===== src/rtl/arinc_key_panel.sv =====
// -----------------------------------------------------------------------------
// arinc_key_panel
//
// Front-panel key controller for the ARINC429 link board. Four raw active-low
// keys are synchronised and debounced in the clk domain. Their press events
// edit an N-digit BCD-style word, toggle the TX/RX edit mode and the two
// bit-rate selects, and request a handshaked start strobe for the ARINC429
// transmitter.
//
// Optional feature macro:
//   AUTO_REPEAT_EN - when defined, holding key[1] produces repeated digit
//                    increments (first after RPT_DLY cycles, then every
//                    RPT_PER cycles). When undefined, there is no repeat
//                    logic and each debounced press gives exactly one event.
//
// Ports:
//   clk_i         system clock
//   rst_i         asynchronous reset, active-high (released synchronously)
//   key_i[3:0]    raw keys, active-low, asynchronous to clk_i
//                   [0] select next digit / send slot
//                   [1] increment selected digit, or request send
//                   [2] toggle TX/RX edit mode
//                   [3] toggle the rate select of the current mode
//   tx_busy_i     transmitter busy; the start strobe is held off while 1
//   dig_val_o     packed digits, digit i at [i*DIG_W +: DIG_W]
//   dig_sel_o     select position 0..NUM_DIG (NUM_DIG is the send slot)
//   start_o       one-cycle transmit strobe
//   start_pend_o  start requested, waiting for tx_busy_i to drop
//   txstate_o     0 = TX-rate edit mode, 1 = RX-rate edit mode
//   send_rate_o   TX bit-rate select
//   rec_rate_o    RX bit-rate select
// -----------------------------------------------------------------------------
module arinc_key_panel #(
    parameter int NUM_DIG = 6,
    parameter int DIG_W   = 4,
    parameter int DIG_MAX = 9,
    parameter int DEB_CYC = 500000,
    parameter int RPT_DLY = 25000000,
    parameter int RPT_PER = 5000000
) (
    input  logic                       clk_i,
    input  logic                       rst_i,
    input  logic [3:0]                 key_i,
    input  logic                       tx_busy_i,
    output logic [NUM_DIG*DIG_W-1:0]   dig_val_o,
    output logic [$clog2(NUM_DIG+1)-1:0] dig_sel_o,
    output logic                       start_o,
    output logic                       start_pend_o,
    output logic                       txstate_o,
    output logic                       send_rate_o,
    output logic                       rec_rate_o
);

    localparam int SEL_W = $clog2(NUM_DIG + 1);
    localparam int DEB_W = $clog2(DEB_CYC + 1);

    // Start handshake states
    localparam logic [0:0] ST_IDLE = 1'b0;
    localparam logic [0:0] ST_PEND = 1'b1;

    // Reset is asserted asynchronously but released on a clock edge, so every
    // register below leaves reset in the same cycle.
    logic [1:0] rstSync_q;
    logic       rstInt;

    always_ff @(posedge clk_i or posedge rst_i) begin
        if (rst_i) begin
            rstSync_q <= 2'b11;
        end else begin
            rstSync_q <= {rstSync_q[0], 1'b0};
        end
    end

    assign rstInt = rstSync_q[1];

    // Two-flop synchronisers for the raw keys. They come out of reset at 1
    // (released). sampleValid_q tracks when the second stage holds a real
    // sample of the key pins rather than the reset value.
    logic [3:0] keySync1_q;
    logic [3:0] keySync2_q;
    logic [1:0] sampleValid_q;

    always_ff @(posedge clk_i or posedge rstInt) begin
        if (rstInt) begin
            keySync1_q    <= 4'hF;
            keySync2_q    <= 4'hF;
            sampleValid_q <= 2'b00;
        end else begin
            keySync1_q    <= key_i;
            keySync2_q    <= keySync1_q;
            sampleValid_q <= {sampleValid_q[0], 1'b1};
        end
    end

    // Debouncer: a counter runs while the synchronised level differs from the
    // accepted level and is cleared when they agree. After DEB_CYC differing
    // cycles the new level is accepted. A key is only "armed" once it has
    // really been seen released after reset, so a key held down across reset
    // cannot produce a press when reset lifts.
    logic [3:0]       debState_q;
    logic [3:0]       debState_d;
    logic [DEB_W-1:0] debCnt_q [4];
    logic [DEB_W-1:0] debCnt_d [4];
    logic [3:0]       armed_q;
    logic [3:0]       armed_d;
    logic [3:0]       pressEv;

    always_comb begin
        for (int k = 0; k < 4; k++) begin
            debState_d[k] = debState_q[k];
            debCnt_d[k]   = '0;
            if (keySync2_q[k] != debState_q[k]) begin
                if (debCnt_q[k] == DEB_W'(DEB_CYC - 1)) begin
                    debState_d[k] = keySync2_q[k];
                end else begin
                    debCnt_d[k] = debCnt_q[k] + DEB_W'(1);
                end
            end
            armed_d[k] = armed_q[k] | (sampleValid_q[1] & keySync2_q[k] & debState_q[k]);
            pressEv[k] = armed_q[k] & debState_q[k] & ~debState_d[k];
        end
    end

    always_ff @(posedge clk_i or posedge rstInt) begin
        if (rstInt) begin
            debState_q <= 4'hF;
            armed_q    <= 4'h0;
            for (int k = 0; k < 4; k++) begin
                debCnt_q[k] <= '0;
            end
        end else begin
            debState_q <= debState_d;
            armed_q    <= armed_d;
            for (int k = 0; k < 4; k++) begin
                debCnt_q[k] <= debCnt_d[k];
            end
        end
    end

    // Auto-repeat for key[1]. The counter only runs while key[1] is held after
    // a genuine press; the first repeat waits RPT_DLY cycles, later ones
    // RPT_PER cycles.
    logic rptFire;

`ifdef AUTO_REPEAT_EN
    localparam int RPT_MAX = (RPT_DLY > RPT_PER) ? RPT_DLY : RPT_PER;
    localparam int RPT_W   = $clog2(RPT_MAX + 1);

    logic [RPT_W-1:0] rptCnt_q;
    logic [RPT_W-1:0] rptCnt_d;
    logic             rptPhase_q;
    logic             rptPhase_d;

    always_comb begin
        rptCnt_d   = '0;
        rptPhase_d = 1'b0;
        rptFire    = 1'b0;
        if (!debState_q[1] && armed_q[1]) begin
            rptPhase_d = rptPhase_q;
            if (!rptPhase_q) begin
                if (rptCnt_q == RPT_W'(RPT_DLY - 1)) begin
                    rptFire    = 1'b1;
                    rptPhase_d = 1'b1;
                end else begin
                    rptCnt_d = rptCnt_q + RPT_W'(1);
                end
            end else begin
                if (rptCnt_q == RPT_W'(RPT_PER - 1)) begin
                    rptFire = 1'b1;
                end else begin
                    rptCnt_d = rptCnt_q + RPT_W'(1);
                end
            end
        end
    end

    always_ff @(posedge clk_i or posedge rstInt) begin
        if (rstInt) begin
            rptCnt_q   <= '0;
            rptPhase_q <= 1'b0;
        end else begin
            rptCnt_q   <= rptCnt_d;
            rptPhase_q <= rptPhase_d;
        end
    end
`else
    // The repeat timing parameters only matter with repeat enabled; this
    // expression is constant zero for any legal setting.
    assign rptFire = (RPT_DLY < 0) && (RPT_PER < 0);
`endif

    // Panel registers
    logic [SEL_W-1:0]         digSel_q;
    logic [SEL_W-1:0]         digSel_d;
    logic [NUM_DIG*DIG_W-1:0] digVal_q;
    logic [NUM_DIG*DIG_W-1:0] digVal_d;
    logic                     txState_q;
    logic                     txState_d;
    logic                     sendRate_q;
    logic                     sendRate_d;
    logic                     recRate_q;
    logic                     recRate_d;
    logic [0:0]               state_q;
    logic [0:0]               state_d;
    logic                     start_q;
    logic                     start_d;

    logic onSendSlot;
    logic digInc;
    logic sendReq;
    logic [DIG_W-1:0] curDig;

    // All key actions look at the register values from before this edge, so
    // simultaneous presses never see each other's effect.
    assign onSendSlot = (digSel_q == SEL_W'(NUM_DIG));
    assign digInc     = (pressEv[1] | rptFire) & ~onSendSlot;
    assign sendReq    = pressEv[1] & onSendSlot;

    // Select position and mode/rate toggles
    always_comb begin
        digSel_d = digSel_q;
        if (pressEv[0]) begin
            digSel_d = onSendSlot ? '0 : digSel_q + SEL_W'(1);
        end
        txState_d  = txState_q ^ pressEv[2];
        sendRate_d = sendRate_q ^ (pressEv[3] & ~txState_q);
        recRate_d  = recRate_q ^ (pressEv[3] & txState_q);
    end

    // Increment the digit at the old select position, wrapping at DIG_MAX
    always_comb begin
        digVal_d = digVal_q;
        curDig   = '0;
        if (digInc) begin
            for (int i = 0; i < NUM_DIG; i++) begin
                if (digSel_q == SEL_W'(i)) begin
                    curDig = digVal_q[i*DIG_W +: DIG_W];
                    digVal_d[i*DIG_W +: DIG_W] =
                        (curDig == DIG_W'(DIG_MAX)) ? '0 : curDig + DIG_W'(1);
                end
            end
        end
    end

    // Start handshake. A request while pending is absorbed; the strobe is
    // registered, so it appears the cycle after the request is seen with the
    // transmitter free.
    always_comb begin
        state_d = state_q;
        start_d = 1'b0;
        case (state_q)
            ST_IDLE: begin
                if (sendReq) begin
                    state_d = ST_PEND;
                end
            end
            ST_PEND: begin
                if (!tx_busy_i) begin
                    start_d = 1'b1;
                    state_d = ST_IDLE;
                end
            end
            default: begin
                state_d = ST_IDLE;
            end
        endcase
    end

    always_ff @(posedge clk_i or posedge rstInt) begin
        if (rstInt) begin
            digSel_q   <= '0;
            digVal_q   <= '0;
            txState_q  <= 1'b0;
            sendRate_q <= 1'b0;
            recRate_q  <= 1'b0;
            state_q    <= ST_IDLE;
            start_q    <= 1'b0;
        end else begin
            digSel_q   <= digSel_d;
            digVal_q   <= digVal_d;
            txState_q  <= txState_d;
            sendRate_q <= sendRate_d;
            recRate_q  <= recRate_d;
            state_q    <= state_d;
            start_q    <= start_d;
        end
    end

    assign dig_val_o    = digVal_q;
    assign dig_sel_o    = digSel_q;
    assign start_o      = start_q;
    assign start_pend_o = (state_q == ST_PEND);
    assign txstate_o    = txState_q;
    assign send_rate_o  = sendRate_q;
    assign rec_rate_o   = recRate_q;

endmodule


===== config.mk =====
export PLATFORM = sky130hd
export DESIGN_NAME = arinc_key_panel
export DESIGN_NICKNAME = d
export VERILOG_FILES = /design/src/rtl/arinc_key_panel.sv
export SDC_FILE = /design/constraint.sdc
export NUM_CORES = 1
export LEC_CHECK = 0
export BUFFER_PORTS_ARGS = -buffer_cell sky130_fd_sc_hd__clkbuf_2
export CORE_MARGIN = 4
export CORE_UTILIZATION = 55
export DETAILED_ROUTE_END_ITERATION = 10
export PLACE_DENSITY = 0.69
export RECOVER_POWER = 50
export SYNTH_ARGS = -nofsm -noshare
export SYNTH_HDL_FRONTEND = slang
export SYNTH_SLANG_ARGS = --single-unit

===== constraint.sdc =====
create_clock -name clk_i -period 4.9 [get_ports clk_i]
set_input_delay 0.49 -clock clk_i [delete_from_list [all_inputs] [get_ports clk_i]]
set_output_delay 0.49 -clock clk_i [all_outputs]
set_load 0.005 [all_outputs]

==> impl_results.md <==
- Run status: finished, violations left
- Failing checks: capacitance limit, slew limit
- Setup repair after global routing missed its margin: no
- Most frequent cells in the layout: sky130_fd_sc_hd__dfrtp_1, sky130_fd_sc_hd__nor2_1, sky130_fd_sc_hd__nand3_1, sky130_fd_sc_hd__xor2_1, sky130_fd_sc_hd__xnor2_1
- Crit path largest cell delay: 1640 ps
- Final GP Congestion: 0.839
- Resized cells post-CTS: 0
- Die area: 0.0131 mm²
- Top_reg_cell synth: sky130_fd_sc_hd__dfrtp_1
- Maximum clock skew at final layout: 9.20 ps
- I/O pin total: 39
- Largest area contributor in the netlist: sky130_fd_sc_hd__dfrtp_1
- Horizontal die dimension: 114 µm
- Post-CTS Setup Inserts: 0
- Synth Register Bits: 128
- Category of the critical setup timing path: reg2async
- Clock tree from TritonCTS: yes
- Post-detailed-placement half-perimeter wirelength: 8130 µm
- Floorplan core area: 0.0110 mm²
- Fraction of layout cells with a size suffix above 1: 0.145
- Clk Latency, worst-skew pair: 420 ps
- Number of clock sinks: 128
- Ratio of routed vias to standard cells: 5.72
- Synth area leaders: sky130_fd_sc_hd__dfrtp_1, sky130_fd_sc_hd__dfstp_2, sky130_fd_sc_hd__xor2_1
- Synth-to-layout area growth: 13.8%
- Synthesized area per cell: 10.3 µm²
- Required time of the critical path: 5370 ps
- Async set-or-reset flop fraction in the synthesized netlist: 1.00
- Transition at the pin with the smallest max-transition slack: 2940 ps
- Post-detailed-route wirelength per cell: 15.2 µm
- Syn Std Cell Area: 0.00624 mm²
- Placement Setup Slack: 2460 ps
- Maximum frequency from static timing analysis: 0.356 GHz
- Leading cell type in the layout, fill and taps excluded: sky130_fd_sc_hd__dfrtp_1
- Worst R2R Setup Slack: 2090 ps
- Clock tree root driver cell: sky130_fd_sc_hd__clkbuf_16
- Setup total negative slack: 0 ps
- Min cycle time layout: 2810 ps
- Warnings from Yosys: 0
- First-pass GRT wire length: 20700 µm
- Data arrival time of the worst path: 3280 ps
- Clock-pin slew on the worst setup and hold paths: 50 ps
- Global routing usage summed across all routing layers: 0.198
- Post-route worst hold slack: 67.2 ps
- Core Util, Final: 0.646
- Final net count: 655
- Top-area cell type share of the netlist area: 0.457
- Gate Count Post-Synth: 604
- H-tree lvl count: 4
- Clk buf depth: 2
- Slowest library cell on the worst path: sky130_fd_sc_hd__clkinvlp_2
- Pin count of the biggest net entering global routing: 69
- Family with the most delay on the worst path: buffers and inverters
- First-iteration detailed-routing DRC count: 281
- Count of endpoints failing setup in the final report: 0
- R2R Path End: debCnt_q[15]
- Buffering stage count on the worst path with inverters included: 2
- Input/output buffers: 38
- Critical Path Start Type: register
- Chain of cells forming the critical path: clkinvlp_2 > buf_4
- Endpoint kind of the worst setup timing path: async pin
- Yosys cell types: 49
- Number of global-route vias before repair: 4334
- VDD IR max: 298 µV
- Pleak: 3.00 nW
- Power per Cell Area: 346 mW/mm²
- Number of remaining DRC errors: 0
- Number of synthesized flops with an enable pin: 0
- Vertical extent of the die: 114 µm
- Reg-to-reg critical path startpoint: rstSync_q[1]
- Worst slew margin relative to its limit: -0.969
- Crit share post-route: 0.574
- Effective utilization at floorplan: 0.568
- Reg2reg path depth: 2
- Number of fillers in the final layout: 875
- Setup slack of the critical path after layout: 2090 ps
- Hold/Removal Path Class: in2async
- Number of max-cap violations: 1
- Synth Net Count: 616
- Count of hold buffers inserted by post-cts repair: 0
- CP max FO: 68
- Number of nets with antenna violations after detailed routing: 0
- Initial antenna violation count: 0
- Total design power: 2.46 mW
- Final hold viol count: 0
- Total via count after detailed routing: 4551
- Total iterations of the first detailed-routing run: 4
- Total congestion overflow: 0
- Routed Wire Length: 12100 µm
- Final-report max-slew violation count: 69
- Ant diodes: 0
- Sequential cell area fraction in the yosys report: 0.516
- Inserted Clock Buffers: 17
- Site row count: 38
[sequential cells by signal, summed over array words and instances, names as in the netlist]
register,flops
armed_q,4
debCnt_q,76
debState_q,4
dig_sel_o,3
dig_val_o,24
keySync1_q,4
keySync2_q,4
rec_rate_o,1
rstSync_q,2
sampleValid_q,2
send_rate_o,1
start_o,1
start_pend_o,1
txstate_o,1
[stage by stage]
step                      instances  cell area (µm²)
after floorplan                 604             6240
after global placement          764             6520
after detailed placement        764             6520
after CTS                       796             7140
after global routing            796             7100
final                           796             7100
[report_power, final]
part | switching (mW) | internal [mW] | total (mW)
combinational | 0.0387 | 0.0119 | 0.0506
sequential | 0.0125 | 1.07 | 1.09
clock | 0.448 | 0.873 | 1.32
[worst reg2reg max path, delay by kind of cell (launching register included)]
| family | cells | cell delay (ps) |
|---|---|---|
| buffers and inverters | 2 | 2470 |
| DFF | 1 | 360 |
[metal layers]
| metal | wire (µm) | share of wire | GRT usage |
|---|---|---|---|
| met5 | 0 | 0 | 0 |
| met4 | 174 | 0.014 | 0.0744 |
| met3 | 406 | 0.034 | 0.0560 |
| met2 | 5560 | 0.46 | 0.296 |
| met1 | 5970 | 0.49 | 0.274 |
[worst max-delay path by stage]
| stage | start | depth (start not counted) | end | slack [ps] |
|---|---|---|---|---|
| finish | rstSync_q[1] | 2 | debCnt_q[15] | 2090 |
| global route | rstSync_q[1] | 2 | debCnt_q[14] | 1510 |
| CTS | debCnt_q[19] | 5 | debCnt_q[29] | 2440 |
| detailed placement | debCnt_q[19] | 5 | debCnt_q[29] | 2460 |
| global placement | debCnt_q[57] | 5 | debCnt_q[66] | 2580 |
| floorplan | rstSync_q[1] | 1 | armed_q[0] | 1230 |
[cells in the mapped netlist, types with 2 or more instances]
cell                         n
sky130_fd_sc_hd__nand3b_1    8
sky130_fd_sc_hd__buf_2       9
sky130_fd_sc_hd__nor2_1     67
sky130_fd_sc_hd__nand2_1    32
sky130_fd_sc_hd__mux2_2      9
sky130_fd_sc_hd__nand4_1    25
sky130_fd_sc_hd__or4_1       6
sky130_fd_sc_hd__nor2b_1    12
sky130_fd_sc_hd__a31o_2      6
sky130_fd_sc_hd__o21ai_0    13
sky130_fd_sc_hd__nor3_1     16
sky130_fd_sc_hd__and3_1      6
sky130_fd_sc_hd__o31ai_1     9
sky130_fd_sc_hd__xnor2_1    34
sky130_fd_sc_hd__xor2_1     35
sky130_fd_sc_hd__or2_2       5
sky130_fd_sc_hd__nand2b_1    3
sky130_fd_sc_hd__and3b_1     2
sky130_fd_sc_hd__conb_1      2
sky130_fd_sc_hd__o21ai_1     3
sky130_fd_sc_hd__or3_2       2
sky130_fd_sc_hd__nand4b_1    2
sky130_fd_sc_hd__and4b_1     3
sky130_fd_sc_hd__clkbuf_1    9
sky130_fd_sc_hd__a21oi_1    19
sky130_fd_sc_hd__nand3_1    36
sky130_fd_sc_hd__ha_1        5
sky130_fd_sc_hd__or3_1      13
sky130_fd_sc_hd__nor4b_1     4
sky130_fd_sc_hd__nor4b_4     2
sky130_fd_sc_hd__dfstp_2    14
sky130_fd_sc_hd__o211ai_1    5
sky130_fd_sc_hd__nand4_2     4
sky130_fd_sc_hd__and2_1      7
sky130_fd_sc_hd__nor4bb_1    5
sky130_fd_sc_hd__dfrtp_1   114
sky130_fd_sc_hd__and4_1     10
sky130_fd_sc_hd__nor4_1     18
sky130_fd_sc_hd__mux2i_1     2
sky130_fd_sc_hd__inv_1      19
[layout make-up]
cell class	count	area, µm²	share of cell area
Timing Repair Buffer	39	175	0.0247
Clock buffer	21	460	0.0649
Clock inverter	11	161	0.0227
Multi-Input combinational cell	438	2830	0.399
Inverter	19	72.6	0.0102
Tap cell	140	175	0.0247
Sequential cell	128	3220	0.454
[cells by family after synthesis]
group,after synthesis,share of synthesized area
flops,128,0.516
other cells,2,0.00120
compound gates,60,0.0616
fa+ha+maj,5,0.0100
buf+inv,38,0.0259
simple gates,291,0.268
mux,11,0.0195
xor+xnor,69,0.0969
(Power assumes the default switching activity.)
